--- src/rtl/cut_driver.sv ---
// rtl/cut_driver.sv - half-step blade stepper sequencer; optional macro CUT_DRIVER_HOLD_TORQUE_EN keeps coils energised in IDLE
module cut_driver #(
  parameter int STEP_CYCLES = 250000,
  parameter int DIR_SETTLE  = 25000,
  parameter int POS_W       = 16
) (
  input  logic             clk,
  input  logic             rst,
  input  logic             en_i,
  input  logic             direction_i,
  input  logic             pos_clr_i,
  output logic [3:0]       coil_o,
  output logic             step_o,
  output logic             busy_o,
  output logic [POS_W-1:0] position_o
);

  // One counter serves both the step interval and the reversal settle time.
  localparam int CNT_MAX = (STEP_CYCLES > DIR_SETTLE) ? STEP_CYCLES : DIR_SETTLE;
  localparam int CNT_W   = $clog2(CNT_MAX);
  localparam logic [CNT_W-1:0] STEP_LAST   = CNT_W'(STEP_CYCLES - 1);
  localparam logic [CNT_W-1:0] SETTLE_LAST = CNT_W'(DIR_SETTLE - 1);

  typedef enum logic [1:0] {
    IDLE     = 2'd0,
    RUN      = 2'd1,
    REV_WAIT = 2'd2
  } state_t;

  state_t           state_q, state_d;
  logic             en_q, dir_q;
  logic             snap_q, snap_d;
  logic [2:0]       phase_q, phase_d;
  logic [CNT_W-1:0] cnt_q, cnt_d;
  logic             step_d;
  logic [POS_W-1:0] pos_d;

  // Half-step pattern {A, B, A', B'} for each phase index.
  function automatic logic [3:0] phase_pattern(input logic [2:0] idx);
    logic [3:0] pat;
    case (idx)
      3'd0:    pat = 4'b1000;
      3'd1:    pat = 4'b1100;
      3'd2:    pat = 4'b0100;
      3'd3:    pat = 4'b0110;
      3'd4:    pat = 4'b0010;
      3'd5:    pat = 4'b0011;
      3'd6:    pat = 4'b0001;
      default: pat = 4'b1001;
    endcase
    return pat;
  endfunction

  // Register the controller inputs once; every decision uses these copies.
  always_ff @(posedge clk or posedge rst) begin
    if (rst) begin
      en_q  <= 1'b0;
      dir_q <= 1'b0;
    end else begin
      en_q  <= en_i;
      dir_q <= direction_i;
    end
  end

  // Sequencer next-state: enable loss wins, then reversal, then step terminal count.
  always_comb begin
    state_d = state_q;
    snap_d  = snap_q;
    phase_d = phase_q;
    cnt_d   = cnt_q;
    step_d  = 1'b0;
    case (state_q)
      IDLE: begin
        cnt_d = '0;
        if (en_q) begin
          state_d = RUN;
          snap_d  = dir_q;
        end
      end
      RUN: begin
        if (!en_q) begin
          state_d = IDLE;
          cnt_d   = '0;
        end else if (dir_q != snap_q) begin
          state_d = REV_WAIT;
          cnt_d   = '0;
          snap_d  = dir_q;
        end else if (cnt_q == STEP_LAST) begin
          cnt_d   = '0;
          step_d  = 1'b1;
          phase_d = snap_q ? (phase_q - 3'd1) : (phase_q + 3'd1);
        end else begin
          cnt_d = cnt_q + CNT_W'(1);
        end
      end
      REV_WAIT: begin
        if (!en_q) begin
          state_d = IDLE;
          cnt_d   = '0;
        end else if (dir_q != snap_q) begin
          cnt_d  = '0;
          snap_d = dir_q;
        end else if (cnt_q == SETTLE_LAST) begin
          state_d = RUN;
          cnt_d   = '0;
        end else begin
          cnt_d = cnt_q + CNT_W'(1);
        end
      end
      default: begin
        state_d = IDLE;
        cnt_d   = '0;
      end
    endcase
  end

  // Position next value: a clear overrides a coincident step.
  always_comb begin
    pos_d = position_o;
    if (pos_clr_i) begin
      pos_d = '0;
    end else if (step_d) begin
      pos_d = snap_q ? (position_o - POS_W'(1)) : (position_o + POS_W'(1));
    end
  end

  // Sequencer state, step pulse, busy flag and position registers.
  always_ff @(posedge clk or posedge rst) begin
    if (rst) begin
      state_q    <= IDLE;
      snap_q     <= 1'b0;
      phase_q    <= 3'd0;
      cnt_q      <= '0;
      step_o     <= 1'b0;
      busy_o     <= 1'b0;
      position_o <= '0;
    end else begin
      state_q    <= state_d;
      snap_q     <= snap_d;
      phase_q    <= phase_d;
      cnt_q      <= cnt_d;
      step_o     <= step_d;
      busy_o     <= (state_d != IDLE);
      position_o <= pos_d;
    end
  end

`ifdef CUT_DRIVER_HOLD_TORQUE_EN
  logic hold_q;

  // Remember that the motor has been driven once so IDLE keeps holding torque.
  always_ff @(posedge clk or posedge rst) begin
    if (rst) begin
      hold_q <= 1'b0;
    end else if (state_q != IDLE) begin
      hold_q <= 1'b1;
    end
  end

  assign coil_o = ((state_q != IDLE) || hold_q) ? phase_pattern(phase_q) : 4'b0000;
`else
  assign coil_o = (state_q != IDLE) ? phase_pattern(phase_q) : 4'b0000;
`endif

endmodule

--- config.mk ---
export PLATFORM = sky130hd
export DESIGN_NAME = cut_driver
export DESIGN_NICKNAME = d
export VERILOG_FILES = /design/src/rtl/cut_driver.sv
export SDC_FILE = /design/constraint.sdc
export NUM_CORES = 1
export LEC_CHECK = 0
export ABC_CLOCK_PERIOD_IN_PS = 3080
export BUFFER_PORTS_ARGS = -buffer_cell sky130_fd_sc_hd__buf_2
export CORE_MARGIN = 3
export CORE_UTILIZATION = 40
export DETAILED_ROUTE_END_ITERATION = 7
export GPL_TIMING_DRIVEN = 1
export MAX_ROUTING_LAYER = met4
export PLACE_DENSITY = 0.68
export REMOVE_ABC_BUFFERS = 1
export SLEW_MARGIN = 25
export SYNTH_ARGS = -nofsm -noshare
export SYNTH_HDL_FRONTEND = slang
export SYNTH_SLANG_ARGS = --single-unit
export TNS_END_PERCENT = 30
--- constraint.sdc ---
create_clock -name clk -period 3.08 [get_ports clk]
set_input_delay 0.616 -clock clk [delete_from_list [all_inputs] [get_ports clk]]
set_output_delay 0.616 -clock clk [all_outputs]
set_load 0.02 [all_outputs]
==> results.json, run 1 <==
{
  "intPower_w": 0.00111,
  "first_global_vias": 2400,
  "tns_ns": 0,
  "finalCriticalPeriod_ns": 2.37,
  "tritoncts": "built",
  "cts_hold_buf": 0,
  "status": "finished, final reports clean",
  "layout_commonest_cell": "dfrtp_1",
  "cts_root_buf": "clkbuf_8",
  "synth_cell_types": 51,
  "reg2reg_depth": 7,
  "setup_viol": 0,
  "netlist_area_mm2": 0.00301,
  "switching_power_w": 0.000641,
  "final_cell_mix": "dfrtp_1, nor2_1, nand2_1",
  "cp-startpoint": "phase_q[0]",
  "start_util": 0.426,
  "yosysWarnings": 0,
  "required_ns": 2.46,
  "timing.final.crit_share": 0.768,
  "core_mm2": 0.00706,
  "fp-row-count": 30,
  "place.gp.congestion": 0.867,
  "slew_headroom": 0.492,
  "antenna_found_initial": 0,
  "cts_sinks": 44,
  "timing.reg2reg.setup_slack_ns": 0.72,
  "cp-end-kind": "primary output",
  "hold_viol": 0,
  "crit_type": "flip-flop to primary output",
  "insertedDiodeCount": 0,
  "start_kind": "flip-flop",
  "finalNetCount": 398,
  "antenna_left": 0,
  "die_height_um": 92.7,
  "drt-initial-drc-count": 212,
  "wire_per_inst_um": 13.8,
  "r2r-start": "snap_q",
  "grt_overflow_total": 0,
  "combPwrFrac": 0.358,
  "syn_inst": 344,
  "hp-class": "input port to asynchronous set/reset pin",
  "postCtsSetupRepairBufs": 0,
  "p_sw_frac": 0.365,
  "grt_first_pass_wirelength_um": 11300,
  "timing.rr.end": "position_o[15]",
  "power_leakage_nw": 1.54,
  "vias": 2537,
  "h-tree-depth": 2,
  "synthToLayoutAreaGrowth_pct": 11.0,
  "timing.hold.ws_ns": 0.420,
  "synth_flop_cell": "dfrtp_1",
  "seq_power_share": 0.371,
  "dr.pass1.iters": 4,
  "grt_use_total": 0.164,
  "cap_viol_max_count": 0,
  "cp-endpoint": "coil_o[0]",
  "ys_seq_elements": 44,
  "timing.fmax_mhz": 423,
  "max-vdd-ir-drop_v": 0.000207,
  "clockPowerShare": 0.271,
  "routed_wl_um": 6410,
  "num_io_pins": 27,
  "synth_edf_count": 0,
  "via_per_inst": 5.47,
  "drc": 0,
  "power.density_mw_per_mm2": 526,
  "numCtsBuffers": 5,
  "cp_max_fo": 3,
  "die_area_mm2": 0.00859,
  "die_x_um": 92.7,
  "drive_above_1_share": 0.133,
  "fill_cells": 703,
  "cts_resized": 0,
  "dp_hpwl_um": 4630,
  "clkLatencyLatePin_ns": 0.30,
  "async_flop_share": 1.00,
  "rsz0062_at_grt": "no",
  "worstPathArrival_ns": 1.75,
  "grt_max_degree": 45,
  "clk_path_buf_depth": 2,
  "slew_violations": 0,
  "syn_area_per_cell_um2": 8.74,
  "tightest_slew_ns": 0.756,
  "clk_pin_slew_ns": 0.09,
  "portBuffers": 26,
  "yosysSeqAreaShare": 0.366,
  "finClkSkew_ns": 0.00195
}
==> routing by layer <==
metal  global-route usage  part of all wire  vias to the layer above
met2                0.252              0.46                       55
met4               0.0452             0.013                        0
met3               0.0227             0.032                        6
li1                     -                 -                     1264
met5                    -                 0                        -
met1                0.227              0.50                     1212
==> Yosys cell counts, types with 3 or more instances <==
cell / count / area share
clkbuf_1: 7 / 0.0087
nand2_1: 38 / 0.047
nand3_1: 18 / 0.030
nand3b_1: 3 / 0.0075
mux2i_1: 3 / 0.010
a211oi_1: 4 / 0.010
xor2_1: 12 / 0.035
and4_1: 3 / 0.0087
nor4_1: 5 / 0.010
a31oi_1: 6 / 0.012
inv_1: 12 / 0.015
and3_1: 8 / 0.017
buf_2: 4 / 0.0067
xnor2_1: 17 / 0.050
nor2_1: 43 / 0.054
o21ai_0: 15 / 0.025
nor3_1: 7 / 0.012
dfrtp_1: 44 / 0.37
nand4_1: 6 / 0.012
ha_1: 25 / 0.10
a21oi_1: 26 / 0.043
==> metrics by stage <==
step                area, um^2  utilization  power, W  worst slack [ns]  instances
CTS                       3340        0.473   0.00177             0.699        464
global route              3340        0.473   0.00188             0.392        464
detailed placement        3210        0.455   0.00129             0.736        456
floorplan                 2950            -   0.00114             0.706        332
global placement          3210        0.455   0.00127             0.828        456
finish                    3340        0.473   0.00176             0.714        464
==> critical path, stage by stage, from the launching register on <==
cell and delay [ns]:
dfrtp_1 0.39, inv_1 0.09, ha_1 0.24, ha_1 0.21
o21ai_0 0.16, a22oi_1 0.11, nor2_1 0.09, buf_2 0.16
==> final cells by class <==
class | instances | area (um^2) | area share
clock buffer | 6 | 82.6 | 0.0247
timing repair buffer | 28 | 145 | 0.0435
tap | 96 | 120 | 0.0360
sequential | 44 | 1100 | 0.330
multi-input combinational | 276 | 1800 | 0.540
clock inverter | 2 | 38.8 | 0.0116
inverter | 12 | 46.3 | 0.0139
==> flip-flops by register name, indices dropped and copies added (netlist names) <==
| register | cells |
|---|---|
| step_o | 1 |
| phase_q | 3 |
| dir_q | 1 |
| state_q | 2 |
| cnt_q | 18 |
| position_o | 16 |
| busy_o | 1 |
| snap_q | 1 |
| en_q | 1 |
==> kinds of logic (layout without fill, tap and decap cells) <==
| logic type | count (synthesis) | count (layout) | share of synthesized area |
|---|---|---|---|
| simple gates | 149 | 149 | 0.250 |
| compound gates | 67 | 67 | 0.135 |
| flops | 44 | 44 | 0.366 |
| xor+xnor | 30 | 30 | 0.0899 |
| fa+ha+maj | 26 | 26 | 0.111 |
| buf+inv | 24 | 48 | 0.0341 |
| mux | 4 | 4 | 0.0137 |
==> power groups by stage <==
stage               combinational [W]  clock [W]  sequential [W]
finish                       0.000628   0.000476        0.000652
global placement             0.000611          0        0.000658
CTS                          0.000626   0.000491        0.000652
floorplan                    0.000459          0        0.000684
detailed placement           0.000623          0        0.000662
global route                 0.000709   0.000512        0.000658
==> worst min-delay path by stage <==
stage | slack (ns) | from | cells past startpoint | to
final | 0.42 | rst | 2 | cnt_q[9]
after global routing | 0.42 | en_i | 1 | en_q
after CTS | 0.41 | en_i | 1 | en_q
after detailed placement | 0.46 | cnt_q[0] | 1 | cnt_q[0]
after global placement | 0.45 | cnt_q[0] | 1 | cnt_q[0]
after floorplan | 0.43 | cnt_q[0] | 1 | cnt_q[0]
No activity file was read; power rests on OpenSTA's default activity.
==> run 2: changes to the inputs <==
--- a/config.mk
+++ b/config.mk
@@ -5,7 +5,8 @@
 export SDC_FILE = /design/constraint.sdc
 export NUM_CORES = 1
 export LEC_CHECK = 0
-export ABC_CLOCK_PERIOD_IN_PS = 3080
+export ABC_AREA = 1
+export ABC_CLOCK_PERIOD_IN_PS = 2220
 export BUFFER_PORTS_ARGS = -buffer_cell sky130_fd_sc_hd__buf_2
 export CORE_MARGIN = 3
 export CORE_UTILIZATION = 40
==> constraint.sdc (replaced) <==
create_clock -name clk -period 2.22 [get_ports clk]
set_input_delay 0.444 -clock clk [delete_from_list [all_inputs] [get_ports clk]]
set_output_delay 0.444 -clock clk [all_outputs]
set_load 0.02 [all_outputs]
==> run 2 against run 1 <==
  * Utilization grew 0.16 points
  * Die area grew 5.8%
  * Setup slack worse by 0.61 ns
  * Clock-buffer cell count unchanged
  * Total power up 39%
  * Clock power rose by 39%
  * Wire length grew 4.5%
  * Global-route usage rose by 0.59 points
  * Highest routed layer unchanged
==> results.json, run 2 <==
{
  "num_io_pins": 27,
  "dp_hpwl_um": 5120,
  "timing.reg2reg.setup_slack_ns": 0.23,
  "largestRegisters": "cnt_q: 18 flops, position_o: 16 flops, phase_q: 3 flops",
  "antenna_left": 0,
  "hp-class": "input port to flip-flop",
  "synth_flop_cell": "dfrtp_1",
  "slew_violations": 0,
  "postCtsSetupRepairBufs": 0,
  "combPwrFrac": 0.367,
  "busiest_layer": "met2",
  "netlist_area_mm2": 0.00319,
  "finalPower_w": 0.00243,
  "synth_top_cell_by_area": "dfrtp_1",
  "reg2reg_depth": 10,
  "syn_inst": 441,
  "die_height_um": 95.4,
  "async_flop_share": 1.00,
  "drt-initial-drc-count": 101,
  "numCtsBuffers": 5,
  "p_sw_frac": 0.365,
  "pre_cts_ws_ns": 0.266,
  "synth.cells.most_frequent": "nand2_1, inv_1, nor2_1",
  "synth_edf_count": 0,
  "die_x_um": 95.4,
  "slowest_delay_ns": 0.38,
  "start_util": 0.427,
  "antenna_found_initial": 0,
  "yosysSeqAreaShare": 0.345,
  "finalCriticalPeriod_ns": 2.12,
  "cts_root_buf": "clkbuf_8",
  "layout_commonest_cell": "nand2_1",
  "synth_most_common_cell": "nand2_1",
  "die_area_mm2": 0.00909,
  "largest_register_ffs": 18,
  "layout.cells.non_filler": 573,
  "h-tree-depth": 2,
  "grt_first_pass_wirelength_um": 12000,
  "grt_use_total": 0.170,
  "power_leakage_nw": 1.94,
  "crit_chain": "inv_1 > ha_1 > ha_1 > inv_1 > nand4_1 > a21oi_1 > buf_4",
  "hold_viol": 0,
  "seq_power_share": 0.362,
  "start_kind": "flip-flop",
  "dr.pass1.iters": 4,
  "timing.rr.end": "position_o[15]",
  "hold_path.startpoint": "en_i",
  "portBuffers": 26,
  "synth_cell_types": 31,
  "required_ns": 1.78,
  "r2r-start": "snap_q",
  "drive_above_1_share": 0.124,
  "synth_top_area_share": 0.345,
  "fp-row-count": 31,
  "synthToLayoutAreaGrowth_pct": 11.2,
  "cp_max_fo": 3,
  "final_area_mm2": 0.00355,
  "clkLatencyLatePin_ns": 0.30,
  "gr-usage-met1": 0.202,
  "tightest_slew_ns": 0.565,
  "tns_ns": 0,
  "cts_sinks": 44,
  "tritoncts": "built",
  "slowest_stage": "dfrtp_1",
  "clk_path_buf_depth": 2,
  "max-vdd-ir-drop_v": 0.000426,
  "cts_hold_buf": 0,
  "via_per_inst": 4.77,
  "power.density_mw_per_mm2": 685,
  "syn_area_per_cell_um2": 7.24,
  "fin_ws_ns": 0.0989,
  "finClkSkew_ns": 0.00372,
  "met3_usage": 0.0284,
  "hold_path_depth": 1,
  "dp.cells": 565,
  "place.gp.congestion": 0.927,
  "grt_overflow_total": 0,
  "cp-end-kind": "primary output",
  "grt_util_met2": 0.289,
  "synthTopCellsByArea": "dfrtp_1, nand2_1, ha_1",
  "cap_viol_max_count": 0,
  "final_cell_mix": "nand2_1, inv_1, nor2_1",
  "rsz0062_at_grt": "yes",
  "dpl_cell_area_mm2": 0.00343,
  "grt_max_degree": 45,
  "switching_power_w": 0.000888,
  "crit_type": "flip-flop to primary output",
  "hold_end": "en_q",
  "insertedDiodeCount": 0,
  "core_mm2": 0.00749,
  "clk_pin_slew_ns": 0.09,
  "drc": 0,
  "timing.final.crit_share": 0.955,
  "vias": 2733,
  "ys_seq_elements": 44,
  "routed_wl_um": 6700,
  "slew_headroom": 0.623,
  "largest_register": "cnt_q",
  "intPower_w": 0.00155,
  "status": "finished, final reports clean",
  "worstPathArrival_ns": 1.68,
  "first_global_vias": 2737,
  "yosysWarnings": 0,
  "clockPowerShare": 0.271,
  "wire_per_inst_um": 11.7,
  "cts_resized": 0,
  "setup_viol": 0,
  "timing.fmax_mhz": 471,
  "finalNetCount": 504,
  "cp-startpoint": "phase_q[0]"
}
run 2: cell type report:
cell class / count / area [um^2]
fill: 742 / 3930
multi-input combinational: 336 / 1830
sequential: 44 / 1100
inverter: 57 / 214
timing repair buffer: 29 / 158
tap: 99 / 124
clock buffer: 6 / 82.6
clock inverter: 2 / 38.8
run 2: cells by family (layout without fill, tap and decap cells):
logic type                 after synthesis  in the layout  synth area share
and+or+nand+nor                        262            262             0.362
buffers and inverters                   61             94            0.0811
DFF                                     44             44             0.345
adders and majority gates               26             26             0.104
AOI/OAI and AO/OA                       25             25            0.0415
xor gates and xnor gates                21             21            0.0599
muxes                                    2              2           0.00666
run 2: worst max path at each step:
stage | to | slack, ns | depth (start not counted)
2_1_floorplan | position_o[8] | 0.12 | 8
3_3_place_gp | position_o[15] | 0.28 | 10
3_5_place_dp | position_o[15] | 0.27 | 10
4_1_cts | coil_o[0] | 0.08 | 7
5_1_grt | coil_o[0] | -0.006 | 7
6_report | coil_o[0] | 0.1 | 7
run 2: worst max-delay path, delay by kind of cell, from the launching register on:
family / cells / cell delay (ns)
buf+inv: 3 / 0.31
fa+ha+maj: 2 / 0.42
compound gates: 1 / 0.15
flops: 1 / 0.38
simple gates: 1 / 0.11
run 2: power groups by stage:
stage | Clock [W] | Combinational [W] | Sequential (W)
after floorplan | 0 | 0.000640 | 0.000933
after global placement | 0 | 0.000868 | 0.000895
after detailed placement | 0 | 0.000888 | 0.000897
after CTS | 0.000688 | 0.000895 | 0.000881
after global routing | 0.000718 | 0.00103 | 0.000887
final | 0.000660 | 0.000893 | 0.000880
run 2: routing by layer:
layer	vias up	part of all wire
met5	-	0
met4	0	0.020
met3	13	0.024
met2	29	0.49
met1	1245	0.46
li1	1446	-
run 2: stage by stage:
step,hold WS [ns],utilization
final,0.239,0.475
after global routing,0.230,0.475
after CTS,0.231,0.474
after detailed placement,0.498,0.458
after global placement,0.489,0.458
after floorplan,0.475,-
==> run 3: changes to the inputs <==
--- a/config.mk
+++ b/config.mk
@@ -9,11 +9,11 @@
 export ABC_CLOCK_PERIOD_IN_PS = 2220
 export BUFFER_PORTS_ARGS = -buffer_cell sky130_fd_sc_hd__buf_2
 export CORE_MARGIN = 3
-export CORE_UTILIZATION = 40
+export CORE_UTILIZATION = 55
 export DETAILED_ROUTE_END_ITERATION = 7
 export GPL_TIMING_DRIVEN = 1
 export MAX_ROUTING_LAYER = met4
-export PLACE_DENSITY = 0.68
+export PLACE_DENSITY = 0.85
 export REMOVE_ABC_BUFFERS = 1
 export SLEW_MARGIN = 25
 export SYNTH_ARGS = -nofsm -noshare
==> run 3 against run 2 <==
  * Fmax fell by 2.8%
  * Sequential power rose by 1%
  * Critical path type unchanged
  * Wire length fell by 0.40%
  * Clock power fell by 6.7%
  * Largest cell class unchanged
  * Worst hold slack improved by 0.00093 ns
  * Setup slack got worse by 0.062 ns
  * Total power fell by 1.4%
  * Sequential share of layout area rose by 0.19 points
==> results.json, run 3 (same netlist as run 2, synthesis figures left out) <==
{
  "status": "finished, final reports clean",
  "layout_commonest_cell": "nand2_1",
  "slowest_stage": "dfrtp_1",
  "drt-initial-drc-count": 109,
  "setup_viol": 0,
  "finalCriticalPeriod_ns": 2.18,
  "h-tree-depth": 2,
  "largestRegisters": "cnt_q: 18 flops, position_o: 16 flops, phase_q: 3 flops",
  "dpl_cell_area_mm2": 0.00339,
  "timing.final.crit_share": 0.983,
  "die_height_um": 82.2,
  "power_leakage_nw": 1.95,
  "finClkSkew_ns": 0.00533,
  "worstPathArrival_ns": 1.74,
  "portBuffers": 26,
  "crit_chain": "inv_1 > ha_1 > ha_1 > inv_1 > nand4_1 > a21oi_1 > buf_4",
  "largest_register": "cnt_q",
  "hold_viol": 0,
  "core_mm2": 0.00557,
  "place.gp.congestion": 0.928,
  "vias": 2830,
  "antenna_left": 0,
  "timing.fmax_mhz": 458,
  "num_io_pins": 27,
  "start_kind": "flip-flop",
  "slowest_delay_ns": 0.38,
  "max-vdd-ir-drop_v": 0.000382,
  "clkLatencyLatePin_ns": 0.30,
  "slew_violations": 0,
  "grt_max_degree": 45,
  "cp_max_fo": 3,
  "via_per_inst": 5.15,
  "grt_overflow_total": 0,
  "final_area_mm2": 0.00353,
  "numCtsBuffers": 5,
  "power.density_mw_per_mm2": 680,
  "start_util": 0.573,
  "hp-class": "input port to flip-flop",
  "rsz0062_at_grt": "yes",
  "fp-row-count": 27,
  "required_ns": 1.78,
  "crit_type": "flip-flop to primary output",
  "drc": 0,
  "routed_wl_um": 6670,
  "finalNetCount": 507,
  "first_global_vias": 2710,
  "clk_path_buf_depth": 2,
  "cp-end-kind": "primary output",
  "cts_hold_buf": 0,
  "cts_root_buf": "clkbuf_8",
  "wire_per_inst_um": 12.2,
  "dr.pass1.iters": 4,
  "synthToLayoutAreaGrowth_pct": 10.5,
  "tritoncts": "built",
  "grt_first_pass_wirelength_um": 11500,
  "tightest_slew_ns": 0.569,
  "final_cell_mix": "nand2_1, inv_1, nor2_1",
  "largest_register_ffs": 18,
  "antenna_found_initial": 0,
  "die_area_mm2": 0.00676,
  "clk_pin_slew_ns": 0.08,
  "die_x_um": 82.2,
  "drive_above_1_share": 0.128,
  "finalPower_w": 0.00240,
  "dp_hpwl_um": 4890,
  "cts_sinks": 44,
  "insertedDiodeCount": 0,
  "cap_viol_max_count": 0,
  "grt_use_total": 0.223,
  "slew_headroom": 0.621
}
run 3: cell types whose count changed in the layout (fill, tap and decap cells not counted), sizes merged:
cell | before | now
buf | 29 | 32
clkinv | 1 | 2
inv | 57 | 56
run 3: path summary, 6_finish.rpt:
path	from	to	slack [ns]	depth (start not counted)
worst max register to register	snap_q	position_o[15]	0.21	10
worst min-delay path	en_i	en_q	0.24	1
min in group asynchronous	rst	position_o[13]	0.27	3
worst min register to register	position_o[13]	position_o[13]	0.51	2
max in group asynchronous	rst	cnt_q[17]	1.57	3
worst max-delay path	phase_q[0]	coil_o[0]	0.04	7
run 3: timing repair:
action	CTS	global route
setup buffers	0	3
setup endpoints to repair	0	2
resized for setup	0	3
hold endpoints to repair	0	0
run 3: final cells by class:
class                           instances  area [um^2]
Clock buffer                            6         72.6
Multi-Input combinational cell        336         1840
Sequential cell                        44         1100
Clock inverter                          2         35.0
Tap cell                               72         90.1
Inverter                               57          214
Timing Repair Buffer                   32          180
Fill cell                             508         2040
run 3: critical path: cells and delay by family (launching register included):
family,cells,cell delay (ns)
compound gates,1,0.17
fa+ha+maj,2,0.45
buf+inv,3,0.32
flops,1,0.38
simple gates,1,0.13
run 3: routing by layer:
layer	up-vias	global-route usage	share of wire	wire, um
li1	1453	-	-	-
met1	1325	0.256	0.43	2900
met2	39	0.389	0.52	3440
met3	13	0.0390	0.030	202
met4	0	0.0797	0.019	125
met5	-	-	0	0
run 3: power breakdown:
| part | internal [W] | total (W) | leakage (nW) | switching, W |
|---|---|---|---|---|
| combinational | 0.000342 | 0.000892 | 1.29 | 0.000550 |
| sequential | 0.000837 | 0.000892 | 0.603 | 0.0000552 |
| clock | 0.000334 | 0.000616 | 0.0552 | 0.000282 |
run 3: metrics by stage:
step	hold slack, ns	util	setup TNS [ns]	setup slack, ns	cells
2_1_floorplan	0.475	-	0	0.118	437
3_3_place_gp	0.494	0.609	0	0.260	538
5_1_grt	0.228	0.633	-0.0871	-0.0539	549
3_5_place_dp	0.496	0.609	0	0.215	538
6_report	0.240	0.633	0	0.0373	549
4_1_cts	0.233	0.628	0	0.0334	546
